<file path="config.mk">
export PLATFORM = sky130hd
export DESIGN_NAME = lc3_pipe_ctrl_v2
export DESIGN_NICKNAME = d
export VERILOG_FILES = /design/src/rtl/lc3_pipe_ctrl_v2.sv
export SDC_FILE = /design/constraint.sdc
export NUM_CORES = 1
export LEC_CHECK = 0
export CORE_ASPECT_RATIO = 1.4
export CORE_UTILIZATION = 47
export CTS_CLUSTER_SIZE = 30
export DETAILED_ROUTE_END_ITERATION = 8
export PLACE_DENSITY = 0.82
export SYNTH_ARGS = -nofsm -noshare
export SYNTH_HDL_FRONTEND = slang
export SYNTH_SLANG_ARGS = --single-unit
</file>
<file path="constraint.sdc">
create_clock -name clock -period 4.75 [get_ports clock]
set_input_delay 0.7125 -clock clock [delete_from_list [all_inputs] [get_ports clock]]
set_output_delay 0.7125 -clock clock [all_outputs]
set_load 0.1 [all_outputs]
</file>
<file path="src/rtl/lc3_pipe_ctrl_v2.sv">
// lc3_pipe_ctrl_v2: LC-3 sequencing controller with memory stage, indirect access and a timeout watchdog.
module lc3_pipe_ctrl_v2 #(
  parameter int CNT_W   = 8,
  parameter int TIMEOUT = 200,
  parameter int IND_EN  = 1
) (
  input  logic        clock,
  input  logic        reset,
  input  logic [15:0] IR,
  input  logic        complete_instr,
  input  logic        complete_data,
  input  logic [2:0]  psr,
  output logic        enable_updatePC,
  output logic        enable_fetch,
  output logic        enable_decode,
  output logic        enable_execute,
  output logic        enable_writeback,
  output logic        br_taken,
  output logic [1:0]  mem_state,
  output logic        stall,
  output logic        illegal_op,
  output logic        timeout_err
);
  typedef enum logic [2:0] {UPD, FETCH, DEC, EXE, MEM, WB, ERR} state_t;
  state_t r_state, w_next;
  logic [CNT_W-1:0] r_cnt, w_cnt;
  logic [1:0] r_mem, w_mem;
  logic r_br, r_store;
  logic [3:0] w_op;
  logic w_ind, w_mem_op, w_alu, w_illegal, w_taken, w_timeout, w_unused;
  assign w_op      = IR[15:12];
  assign w_ind     = w_op == 4'b1010 || w_op == 4'b1011;
  assign w_mem_op  = (w_op inside {4'b0010, 4'b0110, 4'b0011, 4'b0111}) || (w_ind && IND_EN != 0);
  assign w_alu     = w_op inside {4'b0001, 4'b0101, 4'b1001, 4'b1110, 4'b0100};
  assign w_illegal = !(w_mem_op || w_alu || w_op == 4'b0000 || w_op == 4'b1100);
  assign w_taken   = w_op == 4'b0000 ? |(psr & IR[11:9]) : (w_op == 4'b1100 || w_op == 4'b0100);
  assign w_timeout = r_cnt == CNT_W'(TIMEOUT);
  assign w_unused  = ^IR[8:0];
  always_comb begin
    w_next = r_state;
    w_cnt  = r_cnt;
    w_mem  = r_mem;
    case (r_state)
      UPD: begin
        w_next = FETCH;
        w_cnt  = '0;
      end
      FETCH: begin
        w_next = complete_instr ? DEC : (w_timeout ? ERR : FETCH);
        w_cnt  = complete_instr ? '0 : r_cnt + CNT_W'(1);
      end
      DEC: w_next = EXE;
      EXE: begin
        w_next = w_mem_op ? MEM : (w_alu ? WB : UPD);
        w_cnt  = '0;
        w_mem  = !w_mem_op ? 2'd3 : (w_ind ? 2'd1 : (IR[12] ? 2'd2 : 2'd0));
      end
      MEM: begin
        // The first completion of an indirect access only moves to the data phase.
        if (complete_data) begin
          w_cnt  = '0;
          w_mem  = r_mem == 2'd1 ? (r_store ? 2'd2 : 2'd0) : 2'd3;
          w_next = r_mem == 2'd1 ? MEM : (r_store ? UPD : WB);
        end else begin
          w_cnt  = r_cnt + CNT_W'(1);
          w_mem  = w_timeout ? 2'd3 : r_mem;
          w_next = w_timeout ? ERR : MEM;
        end
      end
      WB:  w_next = UPD;
      ERR: w_next = ERR;
      default: w_next = UPD;
    endcase
  end
  always_ff @(posedge clock) begin
    if (reset) begin
      r_state <= UPD;
      r_cnt   <= '0;
      r_mem   <= 2'd3;
      r_br    <= 1'b0;
      r_store <= 1'b0;
    end else begin
      r_state <= w_next;
      r_cnt   <= w_cnt;
      r_mem   <= w_mem;
      r_br    <= r_state == EXE ? w_taken : (r_state == UPD ? 1'b0 : r_br);
      r_store <= r_state == EXE ? IR[12] : r_store;
    end
  end
  // Outputs are forced quiet while reset is held, whatever state is still registered.
  assign enable_updatePC  = !reset && r_state == UPD;
  assign enable_fetch     = !reset && r_state == FETCH;
  assign enable_decode    = !reset && r_state == DEC;
  assign enable_execute   = !reset && r_state == EXE;
  assign enable_writeback = !reset && r_state == WB;
  assign stall            = !reset && r_state == MEM;
  assign timeout_err      = !reset && r_state == ERR;
  assign illegal_op       = !reset && r_state == EXE && w_illegal;
  assign br_taken         = !reset && r_br;
  assign mem_state        = reset ? 2'd3 : r_mem;
endmodule

</file>
After elaboration in Yosys (flattened, before gate mapping)
Index checks and enable logic that the tools add are counted.
{ "word_totals": {"output_inout_bits": 11, "register_bits": 15, "elab_cells": 79, "input_bits": 23} }
{ "classes": {"bitwise": 1, "mux": 24, "addsub": 1, "reduce_logical": 27, "eq_ne": 21} }
{ "op_table": {"columns": ["operator", "count"], "rows": [
  ["$pmux W8 S3", 1],
  ["$mux W3", 7],
  ["$eq A4 B4 Y1 const B", 5],
  ["$mux W2", 9],
  ["$pmux W3 S6", 1],
  ["$eq A4 B3 Y1 const B", 4],
  ["$mux W8", 2],
  ["$eq A3 B3 Y1 const B", 3],
  ["$logic_and A1 B1 Y1", 9],
  ["$add A8 B1 Y8 const B", 1],
  ["$eq A4 B2 Y1 const B", 2],
  ["$eq A8 B8 Y1 const B", 1],
  ["$eq A3 B2 Y1 const B", 2],
  ["$logic_or A1 B1 Y1", 6],
  ["$reduce_bool A5 Y1", 1],
  ["$eq A4 B1 Y1 const B", 1],
  ["$logic_not A4 Y1", 1],
  ["$pmux W2 S2", 1],
  ["$reduce_bool A2 Y1", 2],
  ["$reduce_bool A4 Y1", 1],
  ["$and A3 B3 Y3", 1],
  ["$eq A3 B1 Y1 const B", 1],
  ["$logic_not A3 Y1", 1],
  ["$mux W1", 3],
  ["other kinds (7)", 8]
]} }

Depth between registers and ports, before layout
Gate-level depths: netlist of the first run.
{ "logic_depth": {"ltp_word": 8, "depth_mapped": 6, "depth_no_buf": 6} }

Least setup slack after synthesis of the first run
OpenSTA, ideal clock, no wires.
{ "synth_timing": {"kind": "input to output", "from": "input port reset", "to": "output port illegal_op", "arrival_ps": 4338, "path_stages": 3, "slack_ps": -301, "t_required_ps": 4038, "path_buffers": 0, "path_cell_list": "nor3_1 nand2_1 nor2_1"} }
{ "synth_between": {"elab_chain_len": 3} }
{ "synth_rtl": {"columns": ["element", "line", "text"], "rows": [
  ["start, declared", "8", "input logic reset,"],
  ["$logic_not A1 Y1", "98", "assign illegal_op = !reset && r_state == EXE && w_illegal;"],
  ["$logic_and A1 B1 Y1 (2 in a row)", "98", null],
  ["end, declared", "21", "output logic illegal_op,"]
]} }
No other way between the ends.

Worst setup path in the final report of the first run
{ "layout_timing": {"from": "input port reset", "to": "output port enable_decode"} }
{ "layout_between": {"elab_chain_len": 2} }
{ "layout_rtl": {"columns": ["element", "line", "text"], "rows": [
  ["$logic_not A1 Y1", "93", "assign enable_decode = !reset && r_state == DEC;"],
  ["$logic_and A1 B1 Y1", "93", null],
  ["end, declared", "15", "output logic enable_decode,"]
]} }
No other way between the ends.

==> flow_results.xml, run 1 <==
<?xml version="1.0" encoding="UTF-8"?>
<metrics>
  <group name="sta">
    <metric name="finalMaxSlewViolations" unit="">0</metric>
    <metric name="finalSetupTns" unit="ps">0</metric>
    <metric name="rsz0062_at_grt" unit="">no</metric>
    <metric name="timing.final.crit_period" unit="ps">3580</metric>
    <metric name="maximum_clock_frequency" unit="MHz">279</metric>
    <metric name="final_min_period_over_clock_period" unit="%">75.5</metric>
    <metric name="max_slew_margin" unit="%">33.9</metric>
    <metric name="setup_viol" unit="">0</metric>
    <metric name="worst_slew_pin_slew" unit="ps">989</metric>
    <metric name="endpoints_failing_hold" unit="">0</metric>
    <metric name="fin_skew" unit="ps">1.51</metric>
  </group>
  <group name="logic_synthesis">
    <metric name="synth_enable_flop_cells" unit="">0</metric>
    <metric name="postSynth.topFlopCell" unit="">sky130_fd_sc_hd__dfxtp_1</metric>
    <metric name="fraction_of_synthesis_flops_using_an_asynchronous_set_or_reset_pin" unit="%">0</metric>
    <metric name="yosys_register_bits" unit="">15</metric>
    <metric name="yosysTopAreaCellShare" unit="%">31.3</metric>
    <metric name="synth_area_per_cell" unit="um2">7.79</metric>
    <metric name="post-synth-top-count-cell" unit="">sky130_fd_sc_hd__nor2_1</metric>
    <metric name="synth_top_cells_by_count" unit="">19 x sky130_fd_sc_hd__nor2_1, 15 x sky130_fd_sc_hd__dfxtp_1, 11 x sky130_fd_sc_hd__nand2_1</metric>
    <metric name="post_synth_num_cell_types" unit="">41</metric>
    <metric name="synth.area.top_cells" unit="">sky130_fd_sc_hd__dfxtp_1 31%, sky130_fd_sc_hd__nor2_1 7.4%, sky130_fd_sc_hd__xor2_1 5.5%, sky130_fd_sc_hd__nand2_1 4.3%, sky130_fd_sc_hd__nand4_1 3.3%</metric>
    <metric name="synthesized_cell_area" unit="um2">958</metric>
    <metric name="synth_sequential_area_ratio" unit="%">31.3</metric>
    <metric name="count_of_warnings_emitted_by_yosys" unit="">0</metric>
    <metric name="number_of_instances_in_the_synthesized_netlist" unit="">123</metric>
    <metric name="synthesis.nets" unit="">148</metric>
    <metric name="yosysTopAreaCell" unit="">sky130_fd_sc_hd__dfxtp_1</metric>
  </group>
  <group name="floorplan">
    <metric name="die_width" unit="um">40.2</metric>
    <metric name="floorplan.initialDensity" unit="%">49.2</metric>
    <metric name="design.portCount" unit="">34</metric>
    <metric name="fp-row-count" unit="">19</metric>
    <metric name="die_h" unit="um">55.4</metric>
    <metric name="die_area" unit="mm2">0.00223</metric>
    <metric name="core_region_area" unit="mm2">0.00195</metric>
  </group>
  <group name="worst_hold_path">
    <metric name="timing.hold.worst.class" unit="">flop to flop</metric>
    <metric name="worst_hold_path.num_cells" unit="">2</metric>
  </group>
  <group name="clock_tree">
    <metric name="cts.root.buffer_cell" unit="">sky130_fd_sc_hd__clkbuf_4</metric>
    <metric name="cts_hold_repair.buffers" unit="">0</metric>
    <metric name="worstSkewPairLatency" unit="ps">290</metric>
    <metric name="clock_sinks" unit="">15</metric>
    <metric name="ctsLongestPathBuffers" unit="">2</metric>
    <metric name="post_cts.resized_instances" unit="">0</metric>
    <metric name="clkSlewWorstSetupHoldPaths" unit="ps">90</metric>
    <metric name="cts_tree" unit="">yes</metric>
    <metric name="ctsHtreeMaxLevel" unit="">1</metric>
    <metric name="numCtsBuffers" unit="">3</metric>
    <metric name="postCtsSetupBuffers" unit="">0</metric>
  </group>
  <group name="critical_path">
    <metric name="critical_path.top_delay_family" unit="">buffers and inverters</metric>
    <metric name="critPathMostFrequentCell" unit="">sky130_fd_sc_hd__clkdlybuf4s50_1</metric>
    <metric name="cpPeakStageDelay" unit="ps">1190</metric>
    <metric name="crit_slowest_cell" unit="">sky130_fd_sc_hd__clkdlybuf4s50_1</metric>
    <metric name="crit_buf_inv" unit="">2</metric>
    <metric name="crit_path_end_kind" unit="">primary output</metric>
    <metric name="critPathArrivalTime" unit="ps">2870</metric>
    <metric name="reg2reg_depth" unit="">6</metric>
    <metric name="worstPathCellList" unit="">clkdlybuf4s50_1, nor3_1, clkdlybuf4s50_1</metric>
    <metric name="worst-setup-path-type" unit="">input pin to primary output</metric>
    <metric name="critPathLaunchType" unit="">input pin</metric>
    <metric name="critical_path_required" unit="ps">4040</metric>
    <metric name="critical_path_depth" unit="">3</metric>
    <metric name="crit_fanout" unit="">14</metric>
  </group>
  <group name="placed_design">
    <metric name="io_buffer_count" unit="">24</metric>
    <metric name="place_hpwl" unit="um">1700</metric>
    <metric name="final_weighted_congestion_in_routability_driven_placement" unit="">0.782</metric>
  </group>
  <group name="drt">
    <metric name="drcViolationCount" unit="">0</metric>
    <metric name="final_antenna_net_count" unit="">0</metric>
    <metric name="wl_met3" unit="um">109</metric>
    <metric name="drt-initial-drc-count" unit="">17</metric>
    <metric name="dr_total_vias" unit="">953</metric>
    <metric name="totalWireLength" unit="um">2170</metric>
    <metric name="routed_wire_length_per_instance" unit="um">13.0</metric>
    <metric name="drt-met1-wl" unit="um">853</metric>
    <metric name="drt_pass1_iterations" unit="">4</metric>
    <metric name="route.met2.wl" unit="um">1150</metric>
    <metric name="detail_route.vias_per_cell" unit="">5.71</metric>
    <metric name="highest-signal-layer" unit="">met4</metric>
  </group>
  <group name="layout">
    <metric name="utilization" unit="%">62.6</metric>
    <metric name="syn2layout_area_growth" unit="%">27.4</metric>
    <metric name="num-nets-final" unit="">172</metric>
    <metric name="insertedDiodeCount" unit="">0</metric>
    <metric name="layout-drive-gt1-share" unit="%">12.3</metric>
  </group>
  <group name="run_status">
    <metric name="result_of_the_run" unit="">complete, no violations</metric>
  </group>
  <group name="global_routing">
    <metric name="grt_pass1_vias" unit="">938</metric>
    <metric name="grt_first_pass_wirelength" unit="um">3660</metric>
    <metric name="pin_count_of_the_biggest_net_entering_global_routing" unit="">20</metric>
    <metric name="global_route.usage.total" unit="%">22.9</metric>
    <metric name="grt_antenna_before_repair" unit="">0</metric>
    <metric name="grt.overflow.total" unit="">0</metric>
  </group>
  <group name="power_and_ir_drop">
    <metric name="ir_drop" unit="mV">0.212</metric>
    <metric name="p_per_area" unit="mW/mm2">231</metric>
    <metric name="leakage" unit="nW">0.448</metric>
  </group>
  <group name="job">
    <metric name="max-cap-violations" unit="">0</metric>
  </group>
</metrics>
-- placed cells by master (no fill, tap or decap), types with 2 or more instances in the layout --
master	n
sky130_fd_sc_hd__nand4_1	5
sky130_fd_sc_hd__a31oi_1	3
sky130_fd_sc_hd__inv_1	5
sky130_fd_sc_hd__a21oi_1	6
sky130_fd_sc_hd__dfxtp_1	15
sky130_fd_sc_hd__nor4_1	2
sky130_fd_sc_hd__nor2_1	19
sky130_fd_sc_hd__nor3_1	3
sky130_fd_sc_hd__clkbuf_4	3
sky130_fd_sc_hd__ha_1	2
sky130_fd_sc_hd__or2_2	2
sky130_fd_sc_hd__nand2_1	11
sky130_fd_sc_hd__clkdlybuf4s50_1	19
sky130_fd_sc_hd__nor2b_1	4
sky130_fd_sc_hd__buf_4	5
sky130_fd_sc_hd__o21ai_0	5
sky130_fd_sc_hd__nand2b_1	4
sky130_fd_sc_hd__xor2_1	6
sky130_fd_sc_hd__a21o_1	2
-- cell type report --
type	instances	area (um2)
multi-input cells	98	622
repair buffers	24	228
well taps	21	26.3
flip-flops and latches	15	300
clock buffers	4	26.3
fillers	189	728
inverters	5	18.8
-- cells by family after synthesis --
logic type | synth area share, %
xor gates and xnor gates | 6.40
DFF | 31.3
buffers and inverters | 4.31
adders and majority gates | 2.61
muxes | 2.35
AOI/OAI and AO/OA | 18.9
and+or+nand+nor | 34.1
-- layer usage --
metal | vias to the layer above | track usage (%)
met3 | 7 | 4.42
met4 | 0 | 11.3
li1 | 490 | -
met5 | - | 0
met2 | 22 | 39.2
met1 | 434 | 24.4
-- power breakdown --
group / internal [mW] / total, mW / switching, mW
Combinational: 0.0290 / 0.0704 / 0.0415
Clock: 0.0327 / 0.0743 / 0.0416
Sequential: 0.129 / 0.138 / 0.00842
Total: 0.191 / 0.283 / 0.0915
-- metrics by stage --
step	hold slack (ps)	area [um2]	total power, mW	cells	setup WS (ps)
after floorplan	467	963	0.188	123	330
after global placement	493	1190	0.210	163	1240
after detailed placement	503	1190	0.211	163	1150
after CTS	515	1220	0.284	167	1150
after global routing	575	1220	0.297	167	1050
final	518	1220	0.283	167	1170
-- registers in the layout, summed over array words and instances (netlist names) --
| register | count |
|---|---|
| r_br | 1 |
| r_cnt | 8 |
| r_mem | 2 |
| r_state | 3 |
| r_store | 1 |
-- tightest hold or removal path, delay by kind of cell (launching register included) --
family | cells | cell delay, ps
DFF | 1 | 340
AOI/OAI and AO/OA | 2 | 130
-- path summary, 6_finish.rpt --
check            from       endpoint  slack, ps
max reg2reg  r_cnt[0]     r_state[0]       3140
min reg2reg   r_store        r_store        520
min           r_store        r_store        520
max             reset  enable_decode       1170
No activity file was read; power rests on OpenSTA's default activity.
==> run 2: changes to the inputs <==
CORE_UTILIZATION = 44   (was 47)
PLACE_DENSITY = 0.78   (was 0.82)
clock period = 3.45 ns   (was 4.75 ns; I/O delays follow)
==> flow_results.xml, run 2 (same netlist as run 1, synthesis figures left out) <==
<?xml version="1.0" encoding="UTF-8"?>
<metrics>
  <group name="run_status">
    <metric name="result_of_the_run" unit="">complete, no violations</metric>
  </group>
  <group name="sta">
    <metric name="endpoints_failing_hold" unit="">0</metric>
    <metric name="final.setup.worst_slack" unit="ps">978</metric>
    <metric name="worst_slew_pin_slew" unit="ps">651</metric>
    <metric name="max_slew_margin" unit="%">56.6</metric>
    <metric name="finalMaxSlewViolations" unit="">0</metric>
    <metric name="final_min_period_over_clock_period" unit="%">71.7</metric>
    <metric name="fin_skew" unit="ps">2.81</metric>
    <metric name="setup_viol" unit="">0</metric>
    <metric name="rsz0062_at_grt" unit="">no</metric>
    <metric name="maximum_clock_frequency" unit="MHz">405</metric>
    <metric name="timing.final.crit_period" unit="ps">2470</metric>
  </group>
  <group name="critical_path">
    <metric name="critical_path_required" unit="ps">2930</metric>
    <metric name="critPathArrivalTime" unit="ps">1950</metric>
    <metric name="crit_path_end_kind" unit="">primary output</metric>
    <metric name="critPathLaunchType" unit="">input pin</metric>
    <metric name="crit_fanout" unit="">14</metric>
    <metric name="worst-setup-path-type" unit="">input pin to primary output</metric>
  </group>
  <group name="clock_tree">
    <metric name="ctsLongestPathBuffers" unit="">2</metric>
    <metric name="postCtsSetupBuffers" unit="">0</metric>
    <metric name="cts_hold_repair.buffers" unit="">0</metric>
    <metric name="cts.root.buffer_cell" unit="">sky130_fd_sc_hd__clkbuf_4</metric>
    <metric name="post_cts.resized_instances" unit="">0</metric>
    <metric name="worstSkewPairLatency" unit="ps">290</metric>
    <metric name="ctsHtreeMaxLevel" unit="">1</metric>
    <metric name="clkSlewWorstSetupHoldPaths" unit="ps">90</metric>
    <metric name="cts_tree" unit="">yes</metric>
    <metric name="clock_sinks" unit="">15</metric>
    <metric name="numCtsBuffers" unit="">3</metric>
  </group>
  <group name="layout">
    <metric name="top_register" unit="">r_cnt</metric>
    <metric name="register_area" unit="um2">300</metric>
    <metric name="multi_input_area" unit="um2">628</metric>
    <metric name="post-route-cell-area" unit="mm2">0.00121</metric>
    <metric name="layout.cells.most_common" unit="">sky130_fd_sc_hd__nor2_1</metric>
    <metric name="most-common-layout-cells" unit="">19 x sky130_fd_sc_hd__nor2_1, 15 x sky130_fd_sc_hd__dfxtp_1, 13 x sky130_fd_sc_hd__clkdlybuf4s50_1</metric>
    <metric name="nFillCells" unit="">199</metric>
    <metric name="num-nets-final" unit="">172</metric>
    <metric name="largest_reg_flops" unit="">8</metric>
    <metric name="utilization" unit="%">60.8</metric>
    <metric name="layout-drive-gt1-share" unit="%">17.8</metric>
    <metric name="syn2layout_area_growth" unit="%">26.6</metric>
    <metric name="top_regs" unit="">r_cnt (8), r_state (3), r_mem (2)</metric>
    <metric name="insertedDiodeCount" unit="">0</metric>
  </group>
  <group name="global_routing">
    <metric name="global_route.usage.total" unit="%">19.2</metric>
    <metric name="grt_antenna_before_repair" unit="">0</metric>
    <metric name="grt_pass1_vias" unit="">915</metric>
    <metric name="pin_count_of_the_biggest_net_entering_global_routing" unit="">20</metric>
    <metric name="grt.overflow.total" unit="">0</metric>
    <metric name="grt_first_pass_wirelength" unit="um">3570</metric>
  </group>
  <group name="floorplan">
    <metric name="floorplan.initialDensity" unit="%">48.0</metric>
    <metric name="core_region_area" unit="mm2">0.00200</metric>
    <metric name="fp-row-count" unit="">19</metric>
    <metric name="die_width" unit="um">41.4</metric>
    <metric name="die_h" unit="um">57.2</metric>
    <metric name="die_area" unit="mm2">0.00237</metric>
    <metric name="design.portCount" unit="">34</metric>
  </group>
  <group name="drt">
    <metric name="wl_met3" unit="um">114</metric>
    <metric name="drt_pass1_iterations" unit="">4</metric>
    <metric name="route.met2.wl" unit="um">1110</metric>
    <metric name="highest-signal-layer" unit="">met4</metric>
    <metric name="dr_total_vias" unit="">965</metric>
    <metric name="routed_wire_length_per_instance" unit="um">12.6</metric>
    <metric name="final_antenna_net_count" unit="">0</metric>
    <metric name="drt-initial-drc-count" unit="">14</metric>
    <metric name="drt-met1-wl" unit="um">820</metric>
    <metric name="totalWireLength" unit="um">2100</metric>
    <metric name="drcViolationCount" unit="">0</metric>
    <metric name="detail_route.vias_per_cell" unit="">5.78</metric>
  </group>
  <group name="placed_design">
    <metric name="final_weighted_congestion_in_routability_driven_placement" unit="">0.789</metric>
    <metric name="place_hpwl" unit="um">1610</metric>
    <metric name="io_buffer_count" unit="">24</metric>
    <metric name="dpl-instance-area" unit="mm2">0.00119</metric>
    <metric name="placement.setup.worst_slack" unit="ps">975</metric>
  </group>
  <group name="worst_hold_path">
    <metric name="timing.hold.worst.class" unit="">flop to flop</metric>
  </group>
  <group name="power_and_ir_drop">
    <metric name="ir_drop" unit="mV">0.209</metric>
    <metric name="p_per_area" unit="mW/mm2">321</metric>
    <metric name="leakage" unit="nW">0.458</metric>
  </group>
  <group name="job">
    <metric name="max-cap-violations" unit="">0</metric>
  </group>
</metrics>
## run 2: cell types whose count changed in the layout (fill, tap and decap cells not counted)
cell	before	now
sky130_fd_sc_hd__clkinv_2	0	1
sky130_fd_sc_hd__nor4_1	2	1
sky130_fd_sc_hd__clkdlybuf4s50_1	19	13
sky130_fd_sc_hd__buf_4	5	11
sky130_fd_sc_hd__clkbuf_1	1	0
sky130_fd_sc_hd__nor4_2	0	1
## run 2: per-stage QoR
step | hold slack (ps) | setup TNS (ps) | cells | power (mW)
3_3_place_gp | 496 | 0 | 163 | 0.290
2_1_floorplan | 467 | -439 | 123 | 0.260
5_1_grt | 557 | 0 | 167 | 0.410
4_1_cts | 525 | 0 | 167 | 0.395
3_5_place_dp | 507 | 0 | 163 | 0.291
6_report | 524 | 0 | 167 | 0.390
## run 2: worst paths after layout
kind,start,end,slack [ps],depth (start not counted)
setup / recovery,reset,stall,980,4
hold reg to reg,r_store,r_store,520,2
hold / removal,r_store,r_store,520,2
setup reg to reg,r_cnt[0],r_state[0],1850,6
## run 2: where the power goes
group / switching [mW] / internal [mW]
Clock: 0.0596 / 0.0432
Sequential: 0.0121 / 0.178
Combinational: 0.0572 / 0.0394
## run 2: layer usage
| layer | vias to the layer above | track usage, % |
|---|---|---|
| li1 | 491 | - |
| met1 | 438 | 18.1 |
| met2 | 29 | 36.4 |
| met3 | 7 | 2.85 |
| met4 | 0 | 13.8 |
| met5 | - | 0 |
## run 2: worst max-delay path, stage by stage
cell                              delay [ps]
sky130_fd_sc_hd__clkdlybuf4s50_1         650
sky130_fd_sc_hd__nand2b_1                300
sky130_fd_sc_hd__nor3_1                  160
sky130_fd_sc_hd__buf_4                   320
## run 2: final cells by class
class                      instances  area share [%]
multi-input combinational         98            51.8
sequential                        15            24.7
timing repair buffer              24            17.5
tap                               21            2.16
clock buffer                       3            1.86
inverter                           5            1.55
clock inverter                     1           0.412
